$ cat src/rtl/pipe_pkg.sv
// pipe_pkg: shared pipeline definitions.
//   fetch_state_t    - fetch FSM states (FETCH, REDIRECT_WAIT)
//   RESET_PC_DEFAULT - PC value loaded by reset unless overridden
package pipe_pkg;

  typedef enum logic [0:0] {
    FETCH         = 1'b0,
    REDIRECT_WAIT = 1'b1
  } fetch_state_t;

  localparam logic [31:0] RESET_PC_DEFAULT = 32'h0040_0000;

endpackage : pipe_pkg

$ cat src/rtl/next_pc_sel.sv
// next_pc_sel: combinational control-transfer target selection.
// Ports:
//   jump_reg, jump, branch_taken - stage-2 control-transfer kinds
//   jr_target                    - forwarded register value for jr/jalr
//   pc_plus4_s2, instr_s2        - stage-2 PC+4 and instruction word
//   sign_ext_imm                 - sign-extended branch offset, in words
//   target                       - selected target (jump_reg > jump > branch)
// All arithmetic wraps modulo 2^NUM_BITS.
module next_pc_sel
  import pipe_pkg::*;
#(
  parameter int NUM_BITS = 32
) (
  input  logic                jump_reg,
  input  logic                jump,
  input  logic                branch_taken,
  input  logic [NUM_BITS-1:0] jr_target,
  input  logic [NUM_BITS-1:0] pc_plus4_s2,
  input  logic [NUM_BITS-1:0] instr_s2,
  input  logic [NUM_BITS-1:0] sign_ext_imm,
  output logic [NUM_BITS-1:0] target
);

  logic [NUM_BITS-1:0] jr_addr;
  logic [NUM_BITS-1:0] jump_addr;
  logic [NUM_BITS-1:0] branch_addr;

  // Low two bits of jr_target and the opcode field of instr_s2 never
  // contribute to an address.
  logic unused_bits;
  assign unused_bits = ^{jr_target[1:0], instr_s2[NUM_BITS-1:26], branch_taken};

  assign jr_addr     = {jr_target[NUM_BITS-1:2], 2'b00};
  // Shift first, then add: the carry out of the top bit is dropped, which
  // gives the wraparound behaviour the pipeline expects.
  assign branch_addr = pc_plus4_s2 + (sign_ext_imm << 2);

  // Jump keeps the upper region bits of PC+4 and replaces the low 28 bits.
  always_comb begin
    jump_addr        = pc_plus4_s2;
    jump_addr[27:0]  = {instr_s2[25:0], 2'b00};
  end

  always_comb begin
    if (jump_reg)  target = jr_addr;
    else if (jump) target = jump_addr;
    else           target = branch_addr;
  end

endmodule : next_pc_sel

$ cat src/rtl/pc_fetch.sv
// pc_fetch: instruction fetch stage with stage-2 pipeline register.
// Ports:
//   clk, rst_n         - clock; synchronous active-low reset
//   stall              - freezes PC, stage-2 registers and FSM
//   imem_addr          - instruction-memory address (the PC register)
//   imem_ready/rdata   - fetch handshake and fetched instruction
//   branch_eq/ne, equal/not_equal, jump, jump_reg, sign_ext_imm, jr_target
//                      - stage-2 control-transfer information
//   instr_s2, pc_plus4_s2, valid_s2 - stage-2 registers
//   redirect_s2        - a taken control transfer is accepted this cycle
// A redirect squashes the instruction fetched in the same cycle. If memory
// is not ready at redirect time, the target is parked in pending_target and
// the in-flight wrong-path fetch is drained in REDIRECT_WAIT.
module pc_fetch
  import pipe_pkg::*;
#(
  parameter int                  NUM_BITS = 32,
  parameter logic [NUM_BITS-1:0] RESET_PC = NUM_BITS'(RESET_PC_DEFAULT)
) (
  input  logic                clk,
  input  logic                rst_n,
  input  logic                stall,
  output logic [NUM_BITS-1:0] imem_addr,
  input  logic                imem_ready,
  input  logic [NUM_BITS-1:0] imem_rdata,
  input  logic                branch_eq,
  input  logic                branch_ne,
  input  logic                equal,
  input  logic                not_equal,
  input  logic                jump,
  input  logic                jump_reg,
  input  logic [NUM_BITS-1:0] sign_ext_imm,
  input  logic [NUM_BITS-1:0] jr_target,
  output logic [NUM_BITS-1:0] instr_s2,
  output logic [NUM_BITS-1:0] pc_plus4_s2,
  output logic                valid_s2,
  output logic                redirect_s2
);

  fetch_state_t        state_q, state_d;
  logic [NUM_BITS-1:0] pc_q, pc_d;
  logic [NUM_BITS-1:0] instr_s2_q, instr_s2_d;
  logic [NUM_BITS-1:0] pc_plus4_s2_q, pc_plus4_s2_d;
  logic                valid_s2_q, valid_s2_d;
  logic [NUM_BITS-1:0] pending_target_q, pending_target_d;

  logic                branch_taken;
  logic [NUM_BITS-1:0] target;
  logic [NUM_BITS-1:0] pc_plus4;

  assign branch_taken = (branch_eq & equal) | (branch_ne & not_equal);
  // Gated by valid_s2, so bubbles (including every cycle of REDIRECT_WAIT
  // and the cycles following reset) can never raise a redirect.
  assign redirect_s2  = valid_s2_q & ~stall & (jump_reg | jump | branch_taken);
  assign pc_plus4     = pc_q + NUM_BITS'(4);

  next_pc_sel #(
    .NUM_BITS (NUM_BITS)
  ) u_next_pc_sel (
    .jump_reg     (jump_reg),
    .jump         (jump),
    .branch_taken (branch_taken),
    .jr_target    (jr_target),
    .pc_plus4_s2  (pc_plus4_s2_q),
    .instr_s2     (instr_s2_q),
    .sign_ext_imm (sign_ext_imm),
    .target       (target)
  );

  always_comb begin
    // NOTE: every _d gets its hold value first so no path leaves it
    // unassigned; that is what keeps this block free of inferred latches.
    state_d          = state_q;
    pc_d             = pc_q;
    instr_s2_d       = instr_s2_q;
    pc_plus4_s2_d    = pc_plus4_s2_q;
    valid_s2_d       = valid_s2_q;
    pending_target_d = pending_target_q;

    if (!stall) begin
      unique case (state_q)
        FETCH: begin
          valid_s2_d = 1'b0;
          if (redirect_s2) begin
            if (imem_ready) begin
              pc_d = target;
            end else begin
              pending_target_d = target;
              state_d          = REDIRECT_WAIT;
            end
          end else if (imem_ready) begin
            instr_s2_d    = imem_rdata;
            pc_plus4_s2_d = pc_plus4;
            pc_d          = pc_plus4;
            valid_s2_d    = 1'b1;
          end
        end
        REDIRECT_WAIT: begin
          valid_s2_d = 1'b0;
          // The data returning now belongs to the wrong path; drop it.
          if (imem_ready) begin
            pc_d    = pending_target_q;
            state_d = FETCH;
          end
        end
        default: state_d = FETCH;
      endcase
    end
  end

  // NOTE: non-blocking assignments here so every register samples the
  // pre-edge values computed above, independent of statement order.
  always_ff @(posedge clk) begin
    if (!rst_n) begin
      state_q          <= FETCH;
      pc_q             <= RESET_PC;
      instr_s2_q       <= '0;
      pc_plus4_s2_q    <= '0;
      valid_s2_q       <= 1'b0;
      pending_target_q <= '0;
    end else begin
      state_q          <= state_d;
      pc_q             <= pc_d;
      instr_s2_q       <= instr_s2_d;
      pc_plus4_s2_q    <= pc_plus4_s2_d;
      valid_s2_q       <= valid_s2_d;
      pending_target_q <= pending_target_d;
    end
  end

  assign imem_addr   = pc_q;
  assign instr_s2    = instr_s2_q;
  assign pc_plus4_s2 = pc_plus4_s2_q;
  assign valid_s2    = valid_s2_q;

endmodule : pc_fetch

$ cat config.mk
export PLATFORM = sky130hd
export DESIGN_NAME = pc_fetch
export DESIGN_NICKNAME = d
export VERILOG_FILES = /design/src/rtl/pipe_pkg.sv /design/src/rtl/next_pc_sel.sv /design/src/rtl/pc_fetch.sv
export SDC_FILE = /design/constraint.sdc
export NUM_CORES = 1
export LEC_CHECK = 0
export CAP_MARGIN = 20
export CORE_MARGIN = 8
export CORE_UTILIZATION = 54
export DETAILED_ROUTE_END_ITERATION = 6
export GPL_TIMING_DRIVEN = 0
export PLACE_DENSITY = 0.87
export SYNTH_ARGS = -nofsm -noshare
export SYNTH_HDL_FRONTEND = slang
export SYNTH_HIERARCHICAL = 1
export SYNTH_SLANG_ARGS = --single-unit
$ cat constraint.sdc
create_clock -name clk -period 7.6 [get_ports clk]
set_input_delay 1.52 -clock clk [delete_from_list [all_inputs] [get_ports clk]]
set_output_delay 1.52 -clock clk [all_outputs]
set_load 0.03 [all_outputs]
==> results of run 1 <==
[cell usage in the layout (no fill, tap or decap), types with 8 or more instances in the layout]
| cell | count |
|---|---|
| a211oi_1 | 15 |
| a21o_1 | 14 |
| a21oi_1 | 135 |
| a221oi_1 | 10 |
| and2_1 | 8 |
| buf_2 | 9 |
| clkbuf_1 | 51 |
| clkbuf_16 | 17 |
| clkdlybuf4s50_1 | 198 |
| dfxtp_1 | 130 |
| ha_1 | 30 |
| inv_1 | 27 |
| nand2_1 | 207 |
| nand2b_1 | 9 |
| nand3_1 | 23 |
| nand4_1 | 13 |
| nor2_1 | 54 |
| nor3_1 | 11 |
| o211ai_1 | 12 |
| o21a_1 | 19 |
| o21ai_0 | 68 |
| o2bb2ai_1 | 8 |
| xnor2_1 | 33 |
| xor2_1 | 17 |
[synthesized netlist by cell type, drive strengths merged (7+ instances only)]
cell / instances / share of area [%]
a211oi: 18 / 1.9
a21o: 14 / 1.3
a21oi: 135 / 8.5
a221oi: 11 / 1.3
a31oi: 8 / 0.82
and2: 8 / 0.63
and4: 7 / 0.77
buf: 18 / 1.4
clkbuf: 51 / 2.4
dfxtp: 130 / 33
ha: 30 / 4.7
inv: 29 / 1.4
mux2i: 7 / 0.88
nand2: 207 / 9.8
nand2b: 9 / 0.71
nand3: 24 / 1.6
nand4: 14 / 1.2
nor2: 55 / 2.6
nor2b: 7 / 0.55
nor3: 15 / 1.4
o211ai: 12 / 1.1
o21a: 19 / 1.8
o21ai: 75 / 4.7
o2bb2ai: 8 / 0.88
o311ai: 8 / 1.1
or3: 7 / 0.55
xnor2: 33 / 3.6
xor2: 17 / 1.9
[area by class of cell]
cell class	instances	share of cell area, %
diodes	1	0.0232
clock buffers	20	4.33
flip-flops and latches	130	24.1
repair buffers	198	18.4
inverters	29	1.01
plain buffers	69	2.78
multi-input cells	819	45.8
clock inverters	12	1.44
well taps	184	2.13
[state kept, by name (all words and copies together) (netlist names)]
name,flops
state_q,1
pc_plus4_s2,32
imem_addr,32
valid_s2,1
pending_target_q,32
instr_s2,32
[worst max-delay path: stages]
cell and delay (ps):
clkdlybuf4s50_1 660, o311ai_4 190, inv_2 180, clkbuf_1 480
clkdlybuf4s50_1 790
[cell families after synthesis]
kind of cell    count (synthesis)  share of synthesized area [%]
flops                         130                           32.7
compound gates                358                           29.0
fa+ha+maj                      31                           4.97
buf+inv                        98                           5.15
mux                             8                           1.02
xor+xnor                       50                           5.51
simple gates                  372                           21.6
[per-layer routing]
metal	track usage [%]	part of all wire, %
met1	41.7	39
met2	50.6	45
met3	7.33	10
met4	20.4	5.6
met5	0	0
[where the power goes]
| group | switching (uW) | internal (uW) |
|---|---|---|
| combinational | 260 | 187 |
| sequential | 29.8 | 708 |
| clock | 328 | 543 |
| total | 618 | 1440 |
[metrics by stage]
stage,instances,utilization [%]
final,1462,74.5
after floorplan,1047,-
after global placement,1429,70.2
after global routing,1462,74.5
after CTS,1461,74.5
after detailed placement,1429,70.2
[worst max-delay path by stage]
stage	start	end	slack, ps	cells past startpoint
global placement	sign_ext_imm[0]	imem_addr[28]	2160	15
finish	jump_reg	redirect_s2	2250	5
floorplan	sign_ext_imm[0]	imem_addr[28]	3200	14
detailed placement	sign_ext_imm[0]	imem_addr[28]	2160	15
CTS	jump_reg	redirect_s2	2300	5
global route	sign_ext_imm[0]	imem_addr[28]	2180	15
==> results.json, run 1 <==
{
  "cts_setup_buffers": 0,
  "tritoncts": "done",
  "pre_cts_slack_ps": 2160,
  "hold_depth": 2,
  "grt_max_degree": 17,
  "syn_area_um2": 7950,
  "regArea_um2": 2600,
  "clk_path_buf_depth": 2,
  "grt_overflow": 0,
  "synth_cell_types": 74,
  "grt_usage_pct": 33.1,
  "hold_ws_ps": 454,
  "start_util_pct": 54.9,
  "finalPower_uw": 2060,
  "drtAntennaViolNets": 0,
  "worstReg2RegStart": "pc_plus4_s2[2]",
  "drc": 0,
  "io-pin-count": 204,
  "dpl_cell_area_um2": 10200,
  "status": "complete, no violations",
  "clock.fmax_ghz": 0.187,
  "setup-violations-final": 0,
  "tns_ps": 0,
  "min_period_ps": 5350,
  "synthCells": 1047,
  "fill_cells": 1157,
  "yosys_warnings": 6,
  "ctsHoldBuffers": 0,
  "grt_pass1_wl_um": 47300,
  "synth-edff-count": 0,
  "rsz0062_at_grt": "false",
  "antenna_found_initial": 1,
  "clkLatencyLatePin_ps": 420,
  "htree_levels": 4,
  "setup_slack_ps": 2250,
  "crit_required_ps": 6080,
  "dp_hpwl_um": 24000,
  "cts.sinks": 130,
  "detail_route.wl_per_cell_um": 21.6,
  "hold_path_end": "pending_target_q[14]",
  "cellPowerDensity_nw_per_um2": 191,
  "port_buffers": 198,
  "finClkSkew_ps": 6.72,
  "reg2reg_slack_ps": 3640,
  "multi_input_area_um2": 4940,
  "yosys_most_used_dff": "dfxtp_1",
  "cp_max_fo": 10,
  "die-width_um": 137,
  "core_um2": 14500,
  "endpoint_kind": "primary output",
  "drt_first_pass_iters": 6,
  "cp.arrival_ps": 3830,
  "vias": 9172,
  "worstRegToRegCells": 14,
  "worstSetupStartpointType": "primary input",
  "rows": 44,
  "cts_resized": 0,
  "slew_viol_final": 0,
  "seq_area_frac_synth_pct": 32.7,
  "root_buffer": "clkbuf_16",
  "synth-async-reset-ratio_pct": 0,
  "criticalPathCategory": "primary input to primary output",
  "path_clk_slew_ps": 60,
  "drv_cap": 0,
  "synth_fp_nets": 1184,
  "synth.ff_latch_count": 130,
  "nets": 1401,
  "max_slew_margin_pct": 36.6,
  "grt_pass1_vias": 8601,
  "die_h_um": 137,
  "r2r_end": "imem_addr[28]",
  "drive_gt1_share_pct": 5.95,
  "hp-class": "register to register",
  "min_from": "pending_target_q[14]",
  "syn2layout_area_growth_pct": 35.7,
  "worst_slew_pin_slew_ps": 944,
  "leakagePower_uw": 0.00390,
  "gp_congestion": 0.976,
  "fin_crit_sh_pct": 70.4,
  "dr.first_iter.drc_count": 1003,
  "wl_um": 31500,
  "cts_made_buffers": 17,
  "avgSynthCellArea_um2": 7.59,
  "irDropWorstVdd_mv": 0.170,
  "viasPerCell": 6.27,
  "final_hold_viol_count": 0,
  "die_area_um2": 18900,
  "design_area_um2": 10800
}
(Power assumes the default switching activity.)
==> run 2, diff against run 1 <==
--- a/config.mk
+++ b/config.mk
@@ -7,10 +7,10 @@
 export LEC_CHECK = 0
 export CAP_MARGIN = 20
 export CORE_MARGIN = 8
-export CORE_UTILIZATION = 54
+export CORE_UTILIZATION = 45
 export DETAILED_ROUTE_END_ITERATION = 6
 export GPL_TIMING_DRIVEN = 0
-export PLACE_DENSITY = 0.87
+export PLACE_DENSITY = 0.77
 export SYNTH_ARGS = -nofsm -noshare
 export SYNTH_HDL_FRONTEND = slang
 export SYNTH_HIERARCHICAL = 1
==> constraint.sdc (replaced) <==
create_clock -name clk -period 4.65 [get_ports clk]
set_input_delay 0.93 -clock clk [delete_from_list [all_inputs] [get_ports clk]]
set_output_delay 0.93 -clock clk [all_outputs]
set_load 0.03 [all_outputs]
==> run 2 against run 1 <==
Via count is 1.8% lower. Sequential cell count stayed put. Critical path depth grew 10. Routed wire length increased by 0.87%. Register-to-register slack got worse by 2900 ps. Sequential power up 64%. Non-clock buffer count stayed put. Core utilization fell by 12 points. Total power grew 58%. Die area rose by 18%.
==> results.json, run 2 (same netlist as run 1, synthesis figures left out) <==
{
  "status": "complete, no violations",
  "viasPerCell": 6.00,
  "grt.busiest_layer": "met2",
  "drtAntennaViolNets": 0,
  "grt_usage_pct": 27.9,
  "final_cell_mix": "207 x nand2_1, 198 x clkdlybuf4s50_1, 135 x a21oi_1",
  "start_util_pct": 45.9,
  "clk_path_buf_depth": 2,
  "n_antenna_cell": 0,
  "setup-violations-final": 0,
  "grtUsageMet1_pct": 34.2,
  "tns_ps": 0,
  "vias": 9003,
  "antenna_found_initial": 0,
  "hp-class": "register to register",
  "gp_congestion": 0.947,
  "die_area_um2": 22200,
  "worstSetupStartpointType": "primary input",
  "rows": 48,
  "drive_gt1_share_pct": 5.72,
  "max_slew_margin_pct": 41.9,
  "cts.sinks": 130,
  "leakagePower_uw": 0.00388,
  "core_um2": 17300,
  "cp.arrival_ps": 4820,
  "final_hold_viol_count": 0,
  "cts_made_buffers": 17,
  "rsz0062_at_grt": "true",
  "finClkSkew_ps": 9.31,
  "drc": 0,
  "die_h_um": 149,
  "use_met3_pct": 7.49,
  "clock.fmax_ghz": 0.224,
  "drv_cap": 0,
  "cellPowerDensity_nw_per_um2": 301,
  "root_buffer": "clkbuf_16",
  "setup_slack_ps": 194,
  "grt_pass1_wl_um": 48100,
  "cp_max_fo": 4,
  "min_period_ps": 4460,
  "drt_first_pass_iters": 5,
  "pre_cts_slack_ps": -228,
  "nets": 1401,
  "detail_route.wl_per_cell_um": 21.2,
  "crit_required_ps": 5010,
  "syn2layout_area_growth_pct": 35.6,
  "io-pin-count": 204,
  "hold_ws_ps": 448,
  "grt_pass1_vias": 8569,
  "cts_setup_buffers": 0,
  "fin_crit_sh_pct": 95.8,
  "mostFrequentLayoutCell": "nand2_1",
  "irDropWorstVdd_mv": 0.265,
  "tritoncts": "done",
  "htree_levels": 4,
  "path_clk_slew_ps": 50,
  "fill_cells": 1587,
  "port_buffers": 198,
  "criticalPathCategory": "primary input to register",
  "dp_hpwl_um": 24500,
  "dr.first_iter.drc_count": 1073,
  "endpoint_kind": "register",
  "clkLatencyLatePin_ps": 430,
  "reg2reg_slack_ps": 770,
  "slew_viol_final": 0,
  "wl_um": 31800,
  "die-width_um": 149,
  "worst_slew_pin_slew_ps": 865,
  "grt_overflow": 0,
  "use_met2_pct": 44.8,
  "grt_max_degree": 17
}
[run 2: where the power goes]
group          leakage, uW  switching [uW]  internal, uW  total (uW)
Clock             0.000280             501           800        1300
Sequential         0.00106            49.2          1160        1210
Combinational      0.00254             425           306         731
[run 2: layout make-up]
| class | instances | area (um^2) | area share, % |
|---|---|---|---|
| multi-input combinational | 819 | 4940 | 45.9 |
| sequential | 130 | 2600 | 24.1 |
| timing repair buffer | 198 | 1980 | 18.4 |
| clock buffer | 26 | 509 | 4.72 |
| buffer | 69 | 300 | 2.79 |
| tap | 225 | 282 | 2.61 |
| inverter | 29 | 109 | 1.01 |
| clock inverter | 5 | 50.0 | 0.464 |
[run 2: worst max-delay path, stage by stage]
cell	delay, ps
clkdlybuf4s50_1	400
ha_1	220
fa_1	420
a21o_1	230
a221oi_2	440
or4_4	270
a31oi_4	100
a2111oi_2	450
o21bai_1	150
xnor2_1	140
o21ai_1	270
nor2_1	80
a221oi_1	440
a21oi_1	120
o2bb2ai_1	150
[run 2: path summary, 6_finish.rpt]
| path | end | startpoint | cells after the start |
|---|---|---|---|
| worst max-delay path | imem_addr[28] | sign_ext_imm[0] | 15 |
| worst min-delay path | pending_target_q[14] | pending_target_q[14] | 2 |
| worst max register to register | imem_addr[28] | pc_plus4_s2[2] | 14 |
| worst min register to register | pending_target_q[14] | pending_target_q[14] | 2 |
[run 2: timing repair]
action / in CTS / in global routing
gates resized for setup: 0 / 3
hold buffers: 0 / 0
setup endpoints to repair: 0 / 2
[run 2: per-layer routing]
| metal | routed length [um] | up-vias |
|---|---|---|
| met2 | 14600 | 498 |
| met4 | 1380 | 0 |
| met1 | 12600 | 4225 |
| met5 | 0 | - |
| li1 | - | 4186 |
| met3 | 3250 | 94 |
[run 2: stage by stage]
stage / area [um^2] / util [%] / instances / power [uW]
finish: 10800 / 62.3 / 1501 / 3240
global route: 10800 / 62.3 / 1501 / 3350
CTS: 10800 / 62.3 / 1501 / 3230
detailed placement: 10200 / 59.0 / 1470 / 1940
global placement: 10200 / 59.0 / 1470 / 1930
floorplan: 7950 / - / 1047 / 1640
